### config.mk
export PLATFORM = sky130hd
export DESIGN_NAME = pipe_adder
export DESIGN_NICKNAME = d
export VERILOG_FILES = /design/src/rtl/pipe_adder_pkg.sv /design/src/rtl/adder_seg.sv /design/src/rtl/pipe_adder.sv
export SDC_FILE = /design/constraint.sdc
export NUM_CORES = 1
export LEC_CHECK = 0
export BUFFER_PORTS_ARGS = -buffer_cell sky130_fd_sc_hd__buf_2
export CORE_MARGIN = 2
export CORE_UTILIZATION = 45
export DETAILED_ROUTE_END_ITERATION = 8
export SLEW_MARGIN = 20
export SYNTH_ARGS = -nofsm -noshare
export SYNTH_HDL_FRONTEND = slang
export SYNTH_SLANG_ARGS = --single-unit
### constraint.sdc
create_clock -name clk -period 16.7 [get_ports clk]
set_clock_uncertainty 0.1 [all_clocks]
set_input_delay 0 -clock clk [delete_from_list [all_inputs] [get_ports clk]]
set_output_delay 0 -clock clk [all_outputs]
set_load 0.02 [all_outputs]
### src/rtl/pipe_adder_pkg.sv
// Shared definitions for pipe_adder: operation encoding and legal parameter limits.
package pipe_adder_pkg;

  typedef enum logic [1:0] {
    OP_ADD = 2'b00,
    OP_SUB = 2'b01,
    OP_ADC = 2'b10,
    OP_SBC = 2'b11
  } op_e;

  localparam int PA_MIN_WIDTH = 8;
  localparam int PA_MAX_WIDTH = 64;
  localparam int PA_MIN_SEGS  = 1;
  localparam int PA_MAX_SEGS  = 8;

  // Subtracting operations feed the inverted b operand into the adder chain.
  function automatic logic is_sub(input op_e op);
    return (op == OP_SUB) || (op == OP_SBC);
  endfunction

endpackage

### src/rtl/adder_seg.sv
// One carry segment of pipe_adder: a registered SW-bit slice sum and carry-out.
module adder_seg #(
  parameter int SW = 8
) (
  input  logic          clk,
  input  logic          rst,
  input  logic          i_en,
  input  logic [SW-1:0] i_a,
  input  logic [SW-1:0] i_b,
  input  logic          i_c,
  output logic [SW-1:0] o_sum,
  output logic          o_c
);

  logic [SW:0]   w_full;
  logic [SW-1:0] r_sum;
  logic          r_c;

  assign w_full = {1'b0, i_a} + {1'b0, i_b} + {{SW{1'b0}}, i_c};

  always_ff @(posedge clk) begin
    if (rst) begin
      r_sum <= '0;
      r_c   <= 1'b0;
    end else if (i_en) begin
      r_sum <= w_full[SW-1:0];
      r_c   <= w_full[SW];
    end
  end

  assign o_sum = r_sum;
  assign o_c   = r_c;

endmodule

### src/rtl/pipe_adder.sv
// Pipelined add/subtract with SEGS carry segments, latency SEGS+1, full-pipeline stall.
// Optional saturation on signed overflow when PIPE_ADDER_SAT_EN is defined (adds port sat).
module pipe_adder
  import pipe_adder_pkg::*;
#(
  parameter int WIDTH = 32,
  parameter int SEGS  = 4
) (
  input  logic             clk,
  input  logic             rst,
  input  logic             in_valid,
  output logic             in_ready,
  input  logic [1:0]       op,
  input  logic [WIDTH-1:0] a,
  input  logic [WIDTH-1:0] b,
  input  logic             cin,
`ifdef PIPE_ADDER_SAT_EN
  input  logic             sat,
`endif
  output logic             out_valid,
  input  logic             out_ready,
  output logic [WIDTH-1:0] sum,
  output logic             cout,
  output logic             ovf,
  output logic             zero
);

  localparam int SW = WIDTH / SEGS;
  localparam logic [WIDTH-1:0] MOST_POS = {1'b0, {(WIDTH-1){1'b1}}};
  localparam logic [WIDTH-1:0] MOST_NEG = {1'b1, {(WIDTH-1){1'b0}}};

  if ((WIDTH < PA_MIN_WIDTH) || (WIDTH > PA_MAX_WIDTH) || (SEGS < PA_MIN_SEGS) ||
      (SEGS > PA_MAX_SEGS) || ((WIDTH % SEGS) != 0)) begin : g_bad_cfg
    $error("pipe_adder: illegal WIDTH/SEGS combination");
  end

  // Handshake: a beat moves on in_valid && in_ready (accept) and on
  // out_valid && out_ready (drain); a held result freezes every stage.
  logic w_adv;
  logic r_out_valid;
  assign w_adv    = !(r_out_valid && !out_ready);
  assign in_ready = !rst && w_adv;

  op_e              w_op;
  logic [WIDTH-1:0] w_b_eff;
  logic             w_c_eff;

  assign w_op = op_e'(op);

  always_comb begin
    w_b_eff = is_sub(w_op) ? ~b : b;
    w_c_eff = 1'b0;
    case (w_op)
      OP_ADD:  w_c_eff = 1'b0;
      OP_SUB:  w_c_eff = 1'b1;
      OP_ADC:  w_c_eff = cin;
      OP_SBC:  w_c_eff = cin;
      default: w_c_eff = 1'b0;
    endcase
  end

  // Stage k holds operands still to be summed, the partial sum below slice k-1
  // and the operand sign bits needed for the overflow flag.
  logic [WIDTH-1:0] r_a   [SEGS];
  logic [WIDTH-1:0] r_b   [SEGS];
  logic [WIDTH-1:0] r_s   [1:SEGS];
  logic             r_v   [SEGS+1];
  logic             r_sa  [SEGS+1];
  logic             r_sb  [SEGS+1];
  logic             r_c0;
`ifdef PIPE_ADDER_SAT_EN
  logic             r_sat [SEGS+1];
`endif

  logic [WIDTH-1:0] w_s       [SEGS+1];
  logic             w_c       [SEGS+1];
  logic [SW-1:0]    w_seg_sum [1:SEGS];

  assign w_s[0] = '0;
  assign w_c[0] = r_c0;

  for (genvar k = 1; k <= SEGS; k++) begin : g_seg
    adder_seg #(.SW(SW)) u_seg (
      .clk   (clk),
      .rst   (rst),
      .i_en  (w_adv),
      .i_a   (r_a[k-1][(k-1)*SW +: SW]),
      .i_b   (r_b[k-1][(k-1)*SW +: SW]),
      .i_c   (w_c[k-1]),
      .o_sum (w_seg_sum[k]),
      .o_c   (w_c[k])
    );
    assign w_s[k] = r_s[k] | (WIDTH'(w_seg_sum[k]) << ((k-1)*SW));
  end

  // Final stage: flags and optional clamp on the fully assembled sum.
  logic [WIDTH-1:0] w_raw;
  logic [WIDTH-1:0] w_fsum;
  logic             w_fovf;

  assign w_raw  = w_s[SEGS];
  assign w_fovf = (r_sa[SEGS] == r_sb[SEGS]) && (w_raw[WIDTH-1] != r_sa[SEGS]);

`ifdef PIPE_ADDER_SAT_EN
  assign w_fsum = (w_fovf && r_sat[SEGS]) ? (r_sa[SEGS] ? MOST_NEG : MOST_POS) : w_raw;
`else
  assign w_fsum = w_raw;
`endif

  logic [WIDTH-1:0] r_sum;
  logic             r_cout;
  logic             r_ovf;
  logic             r_zero;

  always_ff @(posedge clk) begin
    if (rst) begin
      for (int k = 0; k <= SEGS; k++) begin
        r_v[k]   <= 1'b0;
        r_sa[k]  <= 1'b0;
        r_sb[k]  <= 1'b0;
`ifdef PIPE_ADDER_SAT_EN
        r_sat[k] <= 1'b0;
`endif
      end
      for (int k = 0; k < SEGS; k++) begin
        r_a[k] <= '0;
        r_b[k] <= '0;
      end
      for (int k = 1; k <= SEGS; k++) begin
        r_s[k] <= '0;
      end
      r_c0        <= 1'b0;
      r_out_valid <= 1'b0;
      r_sum       <= '0;
      r_cout      <= 1'b0;
      r_ovf       <= 1'b0;
      r_zero      <= 1'b0;
    end else if (w_adv) begin
      r_v[0]  <= in_valid;
      r_a[0]  <= a;
      r_b[0]  <= w_b_eff;
      r_c0    <= w_c_eff;
      r_sa[0] <= a[WIDTH-1];
      r_sb[0] <= w_b_eff[WIDTH-1];
`ifdef PIPE_ADDER_SAT_EN
      r_sat[0] <= sat;
`endif
      for (int k = 1; k <= SEGS; k++) begin
        r_v[k]  <= r_v[k-1];
        r_sa[k] <= r_sa[k-1];
        r_sb[k] <= r_sb[k-1];
        r_s[k]  <= w_s[k-1];
`ifdef PIPE_ADDER_SAT_EN
        r_sat[k] <= r_sat[k-1];
`endif
      end
      for (int k = 1; k < SEGS; k++) begin
        r_a[k] <= r_a[k-1];
        r_b[k] <= r_b[k-1];
      end
      r_out_valid <= r_v[SEGS];
      if (r_v[SEGS]) begin
        r_sum  <= w_fsum;
        r_cout <= w_c[SEGS];
        r_ovf  <= w_fovf;
        r_zero <= (w_fsum == '0);
      end
    end
  end

  assign out_valid = r_out_valid;
  assign sum       = r_sum;
  assign cout      = r_cout;
  assign ovf       = r_ovf;
  assign zero      = r_zero;

endmodule
==> flow_results.org, run 1 <==
** STA
- Setup total negative slack on the finished layout was measured at 0 ps.
- Slew margin rel. :: 0.310
- Static timing analysis puts the maximum clock frequency at 325 MHz.
- Hold timing on the final database bottoms out at a slack of 163 ps.
- Unrepaired setup endpoints after global routing :: no
- Final setup violation count :: 0
- Portion of the clock cycle consumed by the worst path in the final layout :: 0.184
- Final hold viol count :: 0
- Counting I/O delays and the setup requirement, the final critical path takes 3070 ps.
- At the pin with the least slew margin, the transition time is 1040 ps.
- The total count of max-transition violations in the final report came to 0.

** Critical path
- Critical path data arrival time :: 2970 ps
- STA puts the critical path data required time at 16600 ps.
- The worst setup path is launched from an input port.
- The worst setup path is of the in2out kind.
- Critical path origin :: rst
- Walking the worst path, the cells encountered are dlygate4sd3_1, buf_2, nand2b_2, buf_4, inv_4, buf_6, buf_2.
- Critical R2R Launch :: out_valid$_SDFFE_PP0N_
- The endpoint identified for the worst register-to-register timing path is r_b[0][6]$_SDFFCE_PN0P_.
- Counting stages on the worst path, the most repeated cell is sky130_fd_sc_hd__buf_2.
- The worst setup path is captured at an output pin.
- Cell type of the slowest stage on the worst timing path :: sky130_fd_sc_hd__buf_2
- For this run, the slowest stage of the critical path takes 570 ps.
- Of all nets on the critical path, the largest fanout is 138.
- Across all register-to-register paths, the minimum setup slack is 13750 ps.
- Count of cells along the worst register-to-register path :: 4

** Layout
- Nets :: 1195
- Most frequent cells in the layout :: sky130_fd_sc_hd__edfxtp_1 (215), sky130_fd_sc_hd__and2_1 (185), sky130_fd_sc_hd__buf_2 (107)
- Of the cells placed in the final design, the portion with a size suffix greater than 1 is 0.156.
- Final cell utilization of the core :: 0.551
- Area overhead of the layout relative to synthesis :: 20.9%
- The number of antenna diodes in the final layout is 0.
- Commonest non-fill, non-tap cell in the layout :: sky130_fd_sc_hd__edfxtp_1
- After routing the design area is 14300 sq um.

** Drt
- First-pass iteration count of the detailed router :: 4
- Drt via density :: 4.63
- For this run, design rule violations remaining after detail routing come to 0.
- ANT nets after route :: 0
- For this block, the initial DRC count from the detailed router was 418.
- DR vias :: 6702
- Wirelength per Cell :: 13.0 microns
- For this block, the routed nets add up to 18.8 mm of wire.

** Min path
- Hold Path Sink :: r_a[0][26]$_SDFFCE_PN0P_
- Worst min-delay path category :: in2reg
- The worst hold path passes through 3 cells.
- In this run the most critical hold path is launched from a[26].

** Status
- Result of the run :: finished clean

** Synthesis
- Each instance of the synthesized netlist takes up on average 12.8 sq um.
- Yosys printed 0 warnings.
- The number of nets handed over by synthesis was 1029.
- After synthesis, the share of flip-flops with an asynchronous set or reset is 0.
- Flip-flop cell with the highest count after synthesis :: sky130_fd_sc_hd__edfxtp_1
- In this run, synthesis produced a sequential element count of 288.
- The mapped netlist covers 11800 sq um.
- Number of flops mapped to enable cells by yosys :: 215
- Part of the Yosys area used for sequential elements :: 0.668
- The number of different library cells used by synthesis comes to 42.
- Synthesis produced a netlist whose cell count is 922.

** Clock network
- CTS sink count :: 288
- Number of buffers inserted to repair setup after CTS :: 0
- Clock-pin slew was measured on the worst setup and hold paths at 60 ps.
- Clock tree synthesis selected as its root buffer the cell sky130_fd_sc_hd__clkbuf_16.
- In this run the number of H-tree levels came out at 1.
- Insertion delay of the later-clocked pin in the worst-skew pair :: 540 ps
- CTS tree :: yes
- Total clock buffers created by CTS :: 30
- Clock Path Buffers :: 3

** Power
- Leakage power figure :: 5.90 nW
- Ratio of total power to cell area :: 109 nW/um^2
- The worst-case IR drop observed on VDD is 0.0000769 V.
- Tot Pwr :: 1.56 mW

** Placed design
- The congestion estimate from routability-driven global placement came to 0.713.
- DPL Wire Length :: 11.3 mm
- Port buffering added 107 buffers.
- Placed cell area :: 12600 sq um

** GRT
- Largest net degree at the start of global routing :: 139
- The initial antenna violation count is 0.
- Remaining global-route overflow :: 0
- The first global-routing pass estimated 31.9 mm of wire.
- The number of global-route vias before repair came to 6360.
- In the global route stage, overall resource usage came out at 0.137.

** Run
- Number of maximum-capacitance violations :: 0

** Die
- The core region is 26000 sq um.
- After floorplanning, the core was divided into 59 placement rows.
- From bottom edge to top edge, the die measures 166 microns.
- Count of boundary I/O pins :: 108
- The floorplan step set the die width to 166 microns.
- The die covers 27600 sq um.
- The initial utilization of the core area, before any placement, comes to 0.456.
-- kinds of logic (layout without fill, tap and decap cells) --
kind of cell               after synthesis  after routing  synth area share
AOI/OAI and AO/OA                      129            129            0.0671
xor gates and xnor gates                50             50            0.0370
adders and majority gates               36             36            0.0431
buffers and inverters                   59            249            0.0224
DFF                                    288            288             0.668
muxes                                    1              1          0.000845
and+or+nand+nor                        359            359             0.161
-- layout make-up --
type | count | area (sq um)
Fill cell | 2191 | 11700
Multi-Input combinational cell | 575 | 3670
Sequential cell | 288 | 7920
Clock inverter | 10 | 98.8
Inverter | 13 | 58.8
Timing Repair Buffer | 180 | 1260
Clock buffer | 46 | 892
Tap cell | 335 | 419
-- power by group --
part,internal [mW],switching [mW]
combinational,0.0478,0.0439
sequential,0.803,0.0113
clock,0.396,0.255
-- worst max-delay path: cells and delay by family --
kind / cells / cell delay, ps
buffers and inverters: 6 / 2670
and+or+nand+nor: 1 / 240
-- through the flow --
stage               std cells  setup WS, ps
finish                   1447         13630
global route             1447         13320
CTS                      1447         13360
detailed placement       1321         13570
global placement         1321         13580
floorplan                 922         10950
-- layer usage --
layer  global-route usage  up-vias  wire length (microns)
li1                     -     3532                      -
met1                0.207     3007                   9540
met2                0.207      132                   8040
met3               0.0231       31                    739
met4               0.0352        0                    463
met5                    0        -                      0
-- flip-flops by register name, summed over array words and instances (netlist names) --
register	flops
cout	1
g_seg.u_seg.o_c	4
g_seg.u_seg.o_sum	32
out_valid	1
ovf	1
r_a	76
r_b	76
r_c0	1
r_s	48
r_sa	5
r_sb	5
r_v	5
sum	32
zero	1
-- worst max-delay path by stage --
stage	endpoint	slack [ps]	depth (start not counted)
floorplan	r_a[0][0]$_SDFFCE_PN0P_	10950	5
global placement	r_b[0][6]$_SDFFCE_PN0P_	13580	4
detailed placement	r_b[0][20]$_SDFFCE_PN0P_	13570	4
CTS	in_ready	13360	7
global route	r_b[0][6]$_SDFFCE_PN0P_	13320	5
finish	in_ready	13630	7
-- synth_stat cells, types with 8 or more instances --
| cell type | number | area, sq um |
|---|---|---|
| sky130_fd_sc_hd__inv_1 | 12 | 45.0 |
| sky130_fd_sc_hd__dfxtp_1 | 73 | 1460 |
| sky130_fd_sc_hd__clkbuf_2 | 12 | 60.1 |
| sky130_fd_sc_hd__nor2_1 | 44 | 165 |
| sky130_fd_sc_hd__buf_2 | 17 | 85.1 |
| sky130_fd_sc_hd__fa_1 | 8 | 160 |
| sky130_fd_sc_hd__xor2_1 | 12 | 105 |
| sky130_fd_sc_hd__a21oi_1 | 48 | 240 |
| sky130_fd_sc_hd__nand2_1 | 103 | 387 |
| sky130_fd_sc_hd__edfxtp_1 | 215 | 6460 |
| sky130_fd_sc_hd__xnor2_1 | 38 | 333 |
| sky130_fd_sc_hd__clkbuf_1 | 15 | 56.3 |
| sky130_fd_sc_hd__ha_1 | 28 | 350 |
| sky130_fd_sc_hd__o21ai_0 | 37 | 185 |
| sky130_fd_sc_hd__and2_1 | 185 | 1160 |
-- repair_timing --
item / 4_1_cts / 5_1_grt
hold endpoints to repair: 101 / 0
endpoints found under the setup margin: 0 / 0
gates resized for setup: 0 / 0
hold buffers: 70 / 0
(Power assumes the default switching activity.)
==> run 2, diff against run 1 <==
Settings changed: ABC_AREA set to 1.
Clock period 16.7 ns to 3.05 ns, I/O delays scaled along.
==> run 2 against run 1 <==
Sequential power grew to 5.5 times the previous value; non-clock buffer count is 9 higher; first-iteration DRC count rose by 11%; clock-buffer cell count is 12 lower; combinational power rose to 7.1 times the previous value; utilization shrank 0.42 points; critical endpoint is now r_c0$_SDFFE_PP0N_.
==> flow_results.org, run 2 <==
** Status
- The flow ran to the end, and the final reports show no timing, DRC or antenna violations.

** Synthesis
- Flip-flop and latch count after synthesis :: 288 (unchanged)
- sky130_fd_sc_hd__edfxtp_1 takes more of the synthesized area than any other cell.
- Area of the mapped netlist :: 12800 sq um (+8.2%)
- In the synthesized netlist the dominant register cell turns out to be sky130_fd_sc_hd__edfxtp_1.
- Yosys warning total :: 0 (unchanged)
- The number of flops mapped to enable cells by yosys is 215 (unchanged).
- The share of flip-flops with an asynchronous set or reset after synthesis came to 0 (unchanged).
- Most used standard cells in the synthesized netlist :: sky130_fd_sc_hd__inv_1 (252), sky130_fd_sc_hd__edfxtp_1 (215), sky130_fd_sc_hd__nand2_1 (162)
- Synth cell types :: 35 (-17%)
- Leading post-synthesis cells by cell area :: sky130_fd_sc_hd__edfxtp_1 (50%), sky130_fd_sc_hd__dfxtp_1 (11%), sky130_fd_sc_hd__inv_1 (7.4%)
- Count of mapped cells out of synthesis :: 1232 (+34%)
- The net count after synthesis came to 1339 (+30%).
- Post-synth top area share :: 0.504 (-0.0413)
- Most used standard cell by instance count after synthesis :: sky130_fd_sc_hd__inv_1
- The sequential fraction of the synthesis area was 0.618 (-0.0506).
- The synthesized area per cell is 10.4 sq um (-19%).

** Critical path
- Count of cells along the worst register-to-register path :: 7 (+3)
- The worst endpoint data arrival time is 2640 ps (-330 ps).
- The worst-case register-to-register setup slack came to 810 ps (-12940 ps).
- Tracing the worst setup path back leads to its startpoint at rst.
- The startpoint identified for the worst register-to-register timing path is out_valid$_SDFFE_PP0N_.
- Startpoint-to-endpoint class of the critical path :: in2reg
- Element type at the critical path start :: input port
- The required time at the worst-slack endpoint was 3400 ps (-13200 ps).
- Maximum fanout count along the critical path :: 78 (-43%)
- STA classifies the critical path endpoint as a flop.
- In this run the critical register-to-register path is captured at r_c0$_SDFFE_PP0N_.

** Layout
- Most frequent cells in the layout :: sky130_fd_sc_hd__inv_1 (252), sky130_fd_sc_hd__edfxtp_1 (215), sky130_fd_sc_hd__nand2_1 (162)
- Storage element area :: 7920 sq um (unchanged)
- The area growth from synthesis to layout is 19.2%.
- The number of fillers in the final layout was 2490 (+14%).
- Nets :: 1516 (+27%)
- Count of inserted antenna diode cells :: 0 (unchanged)
- Registers with the highest flip-flop counts :: r_a x76, r_b x76, r_s x48
- The total area of multi-input combinational cells came to 3530 sq um (-4.0%).
- The library cell used most frequently in the layout, excluding fill and tap cells, is sky130_fd_sc_hd__inv_1.
- The final core utilization was 0.547 (-0.00419).
- Ratio of cells with drive above 1 in the final layout :: 0.202 (+0.0461)

** Drt
- The first-pass iteration count of the detailed router came to 4 (unchanged).
- The number of nets with antenna violations after routing was 0 (unchanged).
- The vias per cell came to 4.40 (-5.1%).
- DR vias :: 7960 (+19%)
- The total DRC errors in the routed layout came to 0 (unchanged).
- Wirelength per Cell :: 11.3 microns (-13%)
- Iter 0 DRT Violations :: 464 (+11%)
- The routed wire length was 20.5 mm (+9.1%).

** STA
- Portion of the clock cycle consumed by the worst path in the final layout :: 0.752
- The number of setup violations in the final report was 0 (unchanged).
- The number of hold violations in the final report came to 0 (unchanged).
- The summed negative setup slack over all endpoints came to 0 ps (unchanged).
- Static timing analysis puts the maximum clock frequency at 436 MHz.
- Slew margin rel. :: 0.331 (+0.0210)
- The slew at the pin closest to its max-slew limit came to 1000 ps (-31.5 ps).
- Subtracting the final worst setup slack from the clock period gives 2290 ps.
- Setup repair after global routing left no endpoint under its margin.
- The total count of max-transition violations in the final report was 0 (unchanged).

** GRT
- Initial antenna violation count :: 0 (unchanged)
- The first-pass GRT wire length came to 35.2 mm (+11%).
- Total routing usage reported by global routing :: 0.140 (+0.00251)
- Largest net degree at the start of global routing :: 92 (-34%)
- The number of global-route vias before repair was 7524 (+18%).
- Remaining global-route overflow :: 0 (unchanged)

** Clock network
- Insertion delay of the later-clocked pin in the worst-skew pair :: 550 ps (about the same)
- The number of CTS-inserted buffers was 31 (+3.3%).
- The clock transition at the registers of the reported paths came to 60 ps (about the same).
- The number of setup buffers added after CTS came to 0 (unchanged).
- Cts repair resizes :: 0 (unchanged)
- CTS H-tree depth :: 1 (unchanged)
- The maximum number of buffers from clock root to sink is 3 (unchanged).
- CTS tree :: yes
- The CTS sink count came to 288 (unchanged).
- Cell chosen for the clock root :: sky130_fd_sc_hd__clkbuf_16

** Min path
- The path with the worst hold slack has its endpoint at r_a[0][0]$_SDFFCE_PN0P_.
- Worst min-delay path category :: in2reg
- Worst Min Path Start :: a[0]
- The number of cells on the worst hold path is 4 (+1).

** Die
- The width of the die is 173 microns (+3.9%).
- Row cnt :: 61 (+3.4%)
- The die area was 29800 sq um (+8.0%).
- Starting density of the core :: 0.459 (+0.00295)
- The number of primary I/O pins came to 108 (unchanged).
- The total core area was 27900 sq um (+7.5%).
- The die outline height is 173 microns (+3.9%).

** Power
- Ratio of total power to cell area :: 572 nW/um^2 (+430%)
- Leakage power figure :: 6.70 nW (+14%)
- Max rail drop VDD :: 0.000510 V (+560%)

** Placed design
- The port buffer count came to 107 (unchanged).
- DPL Wire Length :: 12.8 mm (+13%)
- Weighted congestion reported at the end of routability-driven placement :: 0.765 (+7.2%)

** Run
- Number of maximum-capacitance violations :: 0 (unchanged)
-- run 2: changes by cell type after synthesis, moves of 12 or more --
cell	delta
sky130_fd_sc_hd__nor2_1	+109
sky130_fd_sc_hd__nand3_1	+34
sky130_fd_sc_hd__clkbuf_2	-12
sky130_fd_sc_hd__nor2_2	+110
sky130_fd_sc_hd__nand2_1	+59
sky130_fd_sc_hd__and2_1	-184
sky130_fd_sc_hd__buf_6	+13
sky130_fd_sc_hd__clkbuf_1	-15
sky130_fd_sc_hd__inv_1	+240
-- run 2: cell type report --
type                       instances  share of cell area
timing repair buffer             189              0.0902
inverter                         257              0.0641
clock inverter                    23              0.0129
clock buffer                      34              0.0528
tap                              378              0.0310
multi-input combinational        642               0.231
sequential                       288               0.518
-- run 2: through the flow --
stage / instances / instance area (sq um) / worst slack [ps] / hold slack [ps] / power, mW
after detailed placement: 1683 / 13600 / 935 / 203 / 5.13
after global placement: 1683 / 13600 / 990 / 197 / 5.12
after floorplan: 1232 / 12800 / 407 / 87.5 / 5.00
after global routing: 1811 / 15300 / 598 / 183 / 9.13
after CTS: 1811 / 15300 / 749 / 151 / 8.87
final: 1811 / 15300 / 755 / 177 / 8.75
-- run 2: what timing repair did --
action | CTS | global route
hold buffers | 71 | 0
hold endpoints to repair | 104 | 0
endpoints found under the setup margin | 0 | 0
-- run 2: worst max-delay path by stage --
| stage | slack (ps) | end | depth (start not counted) |
|---|---|---|---|
| global route | 600 | r_c0$_SDFFE_PP0N_ | 8 |
| global placement | 990 | r_b[0][16]$_SDFFCE_PN0P_ | 4 |
| finish | 760 | r_c0$_SDFFE_PP0N_ | 8 |
| floorplan | 410 | r_a[0][0]$_SDFFCE_PN0P_ | 4 |
| detailed placement | 940 | r_a[0][23]$_SDFFCE_PN0P_ | 4 |
| CTS | 750 | r_c0$_SDFFE_PP0N_ | 8 |
-- run 2: cell families (layout without fill, tap and decap cells) --
| logic type | after synthesis | after routing | synth area share |
|---|---|---|---|
| AND/OR/NAND/NOR | 478 | 478 | 0.171 |
| buffers and inverters | 302 | 503 | 0.107 |
| flip-flops | 288 | 288 | 0.618 |
| AO/OA/AOI/OAI | 94 | 94 | 0.0413 |
| adder cells (fa/ha/maj) | 36 | 36 | 0.0398 |
| XOR/XNOR | 33 | 33 | 0.0226 |
| multiplexers | 1 | 1 | 0.000781 |
-- run 2: power breakdown --
| group | leakage (nW) | internal (mW) | switching (mW) |
|---|---|---|---|
| sequential | 3.16 | 4.40 | 0.0633 |
| combinational | 3.05 | 0.289 | 0.362 |
| clock | 0.491 | 2.15 | 1.48 |
-- run 2: routing by layer --
metal	wire length, microns	part of all wire	vias to the layer above	global-route usage
met5	0	0	-	0
li1	-	-	4213	-
met3	736	0.036	38	0.0222
met2	9170	0.45	149	0.225
met1	9980	0.49	3560	0.194
met4	597	0.029	0	0.0445
-- run 2: critical path: stages --
cell,delay (ps)
sky130_fd_sc_hd__dlygate4sd3_1,520
sky130_fd_sc_hd__buf_2,180
sky130_fd_sc_hd__buf_4,390
sky130_fd_sc_hd__nor2_4,110
sky130_fd_sc_hd__inv_8,460
sky130_fd_sc_hd__buf_12,280
sky130_fd_sc_hd__o21ai_0,100
sky130_fd_sc_hd__dlygate4sd3_1,560
==> run 3, diff against run 2 <==
Clock period 3.05 ns to 2.4 ns, I/O delays scaled along.
==> run 3 against run 2 <==
Sequential share of layout area is 0.064 points lower; utilization is 0.067 points higher; clock-buffer cell count is 11 higher; die area stayed put; wire length is 1.2% lower.
==> flow_results.org, run 3 (synthesis results as in run 2) <==
** Status
- The flow ran to the end, and the final reports show no timing, DRC or antenna violations.

** Die
- The number of primary I/O pins was 108 (unchanged).
- The width of the die came to 173 microns (unchanged).
- The die outline height was 173 microns (unchanged).
- Area of the die :: 29800 sq um (unchanged)
- The initial core utilization is 0.459 (unchanged).
- Row cnt :: 61 (unchanged)
- Area inside the core boundary :: 27900 sq um (unchanged)

** Layout
- Commonest non-fill, non-tap cell in the layout :: sky130_fd_sc_hd__inv_1
- Most frequent cells in the layout :: sky130_fd_sc_hd__inv_1 (252), sky130_fd_sc_hd__edfxtp_1 (215), sky130_fd_sc_hd__nand2_1 (162)
- The final-stage net count was 1522 (+0.40%).
- The post-layout instance area was 15300 sq um (+0.12%).
- Relative to the synthesized area, the layout overhead comes to 19.4%.
- Count of inserted antenna diode cells :: 0 (unchanged)
- The number of fillers in the final layout was 2478 (-0.48%).
- In the final layout, the registers with the most flip-flops are r_a x76, r_b x76, r_s x48.
- Count of placed standard cells in the final layout, fillers left out :: 1816 (+0.28%)
- The fraction of layout cells with a size suffix above 1 was 0.200 (-0.00140).
- Area of the multi-input gates :: 3530 sq um (unchanged)
- The final core utilization came to 0.548 (+0.000672).
- The area taken by flip-flops and latches is 7920 sq um (unchanged).

** Power
- The overall power after layout was 10.9 mW (+25%).
- The leakage power summed over all cells came to 6.71 nW (+0.11%).
- Max rail drop VDD :: 0.000465 V (-9.0%)
- Ratio of total power to cell area :: 715 nW/um^2 (+25%)

** Drt
- ANT nets after route :: 0 (unchanged)
- The average wire length per cell after detail routing is 11.1 microns (-1.4%).
- The routed via count was 7862 (-1.2%).
- The first-pass iteration count of the detailed router was 5 (+1).
- The vias per cell was 4.33 (-1.5%).
- Post-detailed-routing wire length :: 20.2 mm (-1.2%)
- The total DRC errors in the routed layout is 0 (unchanged).
- The number of DRC markers in iteration 0 was 418 (-9.9%).

** Critical path
- The largest individual stage delay along the critical path comes from the cell sky130_fd_sc_hd__dlygate4sd3_1.
- Startpoint-to-endpoint class of the critical path :: reg2reg
- CP required :: 2740 ps (-660 ps)
- The delay of the slowest cell on the worst path was 550 ps (about the same).
- The worst endpoint data arrival time was 2480 ps (-160 ps).
- The worst setup path is captured at a flop.
- CP Cell Sequence :: nand2_4, inv_2, nor2_4, inv_8, buf_4, o21ai_0, dlygate4sd3_1
- In this run the worst setup path begins at out_valid$_SDFFE_PP0N_.
- Element type at the critical path start :: flop
- Critical R2R Launch :: out_valid$_SDFFE_PP0N_
- The highest net fanout along the worst path came to 65 (-17%).

** Placed design
- Weighted congestion reported at the end of routability-driven placement :: 0.767 (+0.21%)
- Port Buffers :: 107 (unchanged)
- Setup slack at placement :: 343 ps (-592 ps)
- Placed cell area :: 13600 sq um (+0.52%)
- The cell total after placement was 1689 (+0.36%).
- The placed wire-length estimate after detailed placement was 12.9 mm (+1.1%).

** GRT
- The total congestion overflow was 0 (unchanged).
- The overall track demand over capacity in global routing came to 0.139 (about the same).
- The initial antenna violation count is 0 (unchanged).
- Largest net degree at the start of global routing :: 84 (-8.7%)
- Number of global-route vias before repair :: 7602 (+1.0%)
- The first-pass GRT wire length is 35.1 mm (-0.51%).

** Run
- Number of maximum-capacitance violations :: 0 (unchanged)

** Clock network
- The CTS sink count came to 288 (unchanged).
- Clock Path Buffers :: 3 (unchanged)
- CTS tree :: yes
- The clock transition at the registers of the reported paths was 60 ps (about the same).
- The number of H-tree branching levels was 1 (unchanged).
- Insertion delay of the later-clocked pin in the worst-skew pair :: 550 ps (about the same)
- Number of buffers inserted to repair setup after CTS :: 0 (unchanged)
- The tree is rooted in a sky130_fd_sc_hd__clkbuf_16.
- The number of CTS-inserted buffers is 31 (unchanged).

** STA
- Portion of the clock cycle consumed by the worst path in the final layout :: 0.895
- For the finished layout, the period the worst path requires is 2150 ps.
- Final hold viol count :: 0 (unchanged)
- Setup repair after global routing left no endpoint under its margin.
- The slew at the pin closest to its max-slew limit is 776 ps (-228 ps).
- Worst hold margin :: 153 ps (-23.8 ps)
- Based on the critical path, the design can be clocked at up to 466 MHz.
- The setup slack of the critical path after layout was 253 ps (-502 ps).
- The total count of max-transition violations in the final report was 0 (unchanged).
- Final setup violation count :: 0 (unchanged)
- Total Neg Setup Slack :: 0 ps (unchanged)
- The headroom to the max-slew limit is 0.483 (+0.152).

** Min path
- Worst min-delay path category :: in2reg
- In this run the most critical hold path is launched from op[0].
-- run 3: routing by layer --
metal / share of wire / routed length [microns] / GRT usage
met5: 0 / 0 / 0
met3: 0.042 / 847 / 0.0240
met1: 0.48 / 9790 / 0.189
met2: 0.45 / 9090 / 0.230
met4: 0.026 / 518 / 0.0431
-- run 3: area by class of cell --
type,count,area share
Inverter,257,0.0640
Clock inverter,11,0.00548
Tap cell,378,0.0309
Multi-Input combinational cell,642,0.230
Sequential cell,288,0.518
Timing Repair Buffer,195,0.0947
Clock buffer,45,0.0568
-- run 3: report_power, final --
part           switching [mW]  internal [mW]
Sequential             0.0802           5.59
Clock                    1.83           2.60
Combinational           0.462          0.376
-- run 3: worst paths after layout --
kind                                               end  slack [ps]  cells after the start
hold / removal                r_b[0][21]$_SDFFCE_PN0P_         150                      3
setup reg to reg                     r_c0$_SDFFE_PP0N_         250                      7
hold reg to reg   g_seg[1].u_seg.o_sum[6]$_SDFFE_PP0N_         350                      2
setup / recovery                     r_c0$_SDFFE_PP0N_         250                      7
-- run 3: critical path: cells and delay by family, from the launching register on --
family	cells	cell delay (ps)
buffers and inverters	4	1300
DFF	1	370
and+or+nand+nor	2	150
AOI/OAI and AO/OA	1	100
-- run 3: repair_timing --
action                                  4_1_cts  5_1_grt
hold buffers                                 71        0
gates resized for setup                       0        0
endpoints found under the setup margin        0        0
hold endpoints to repair                    103        0
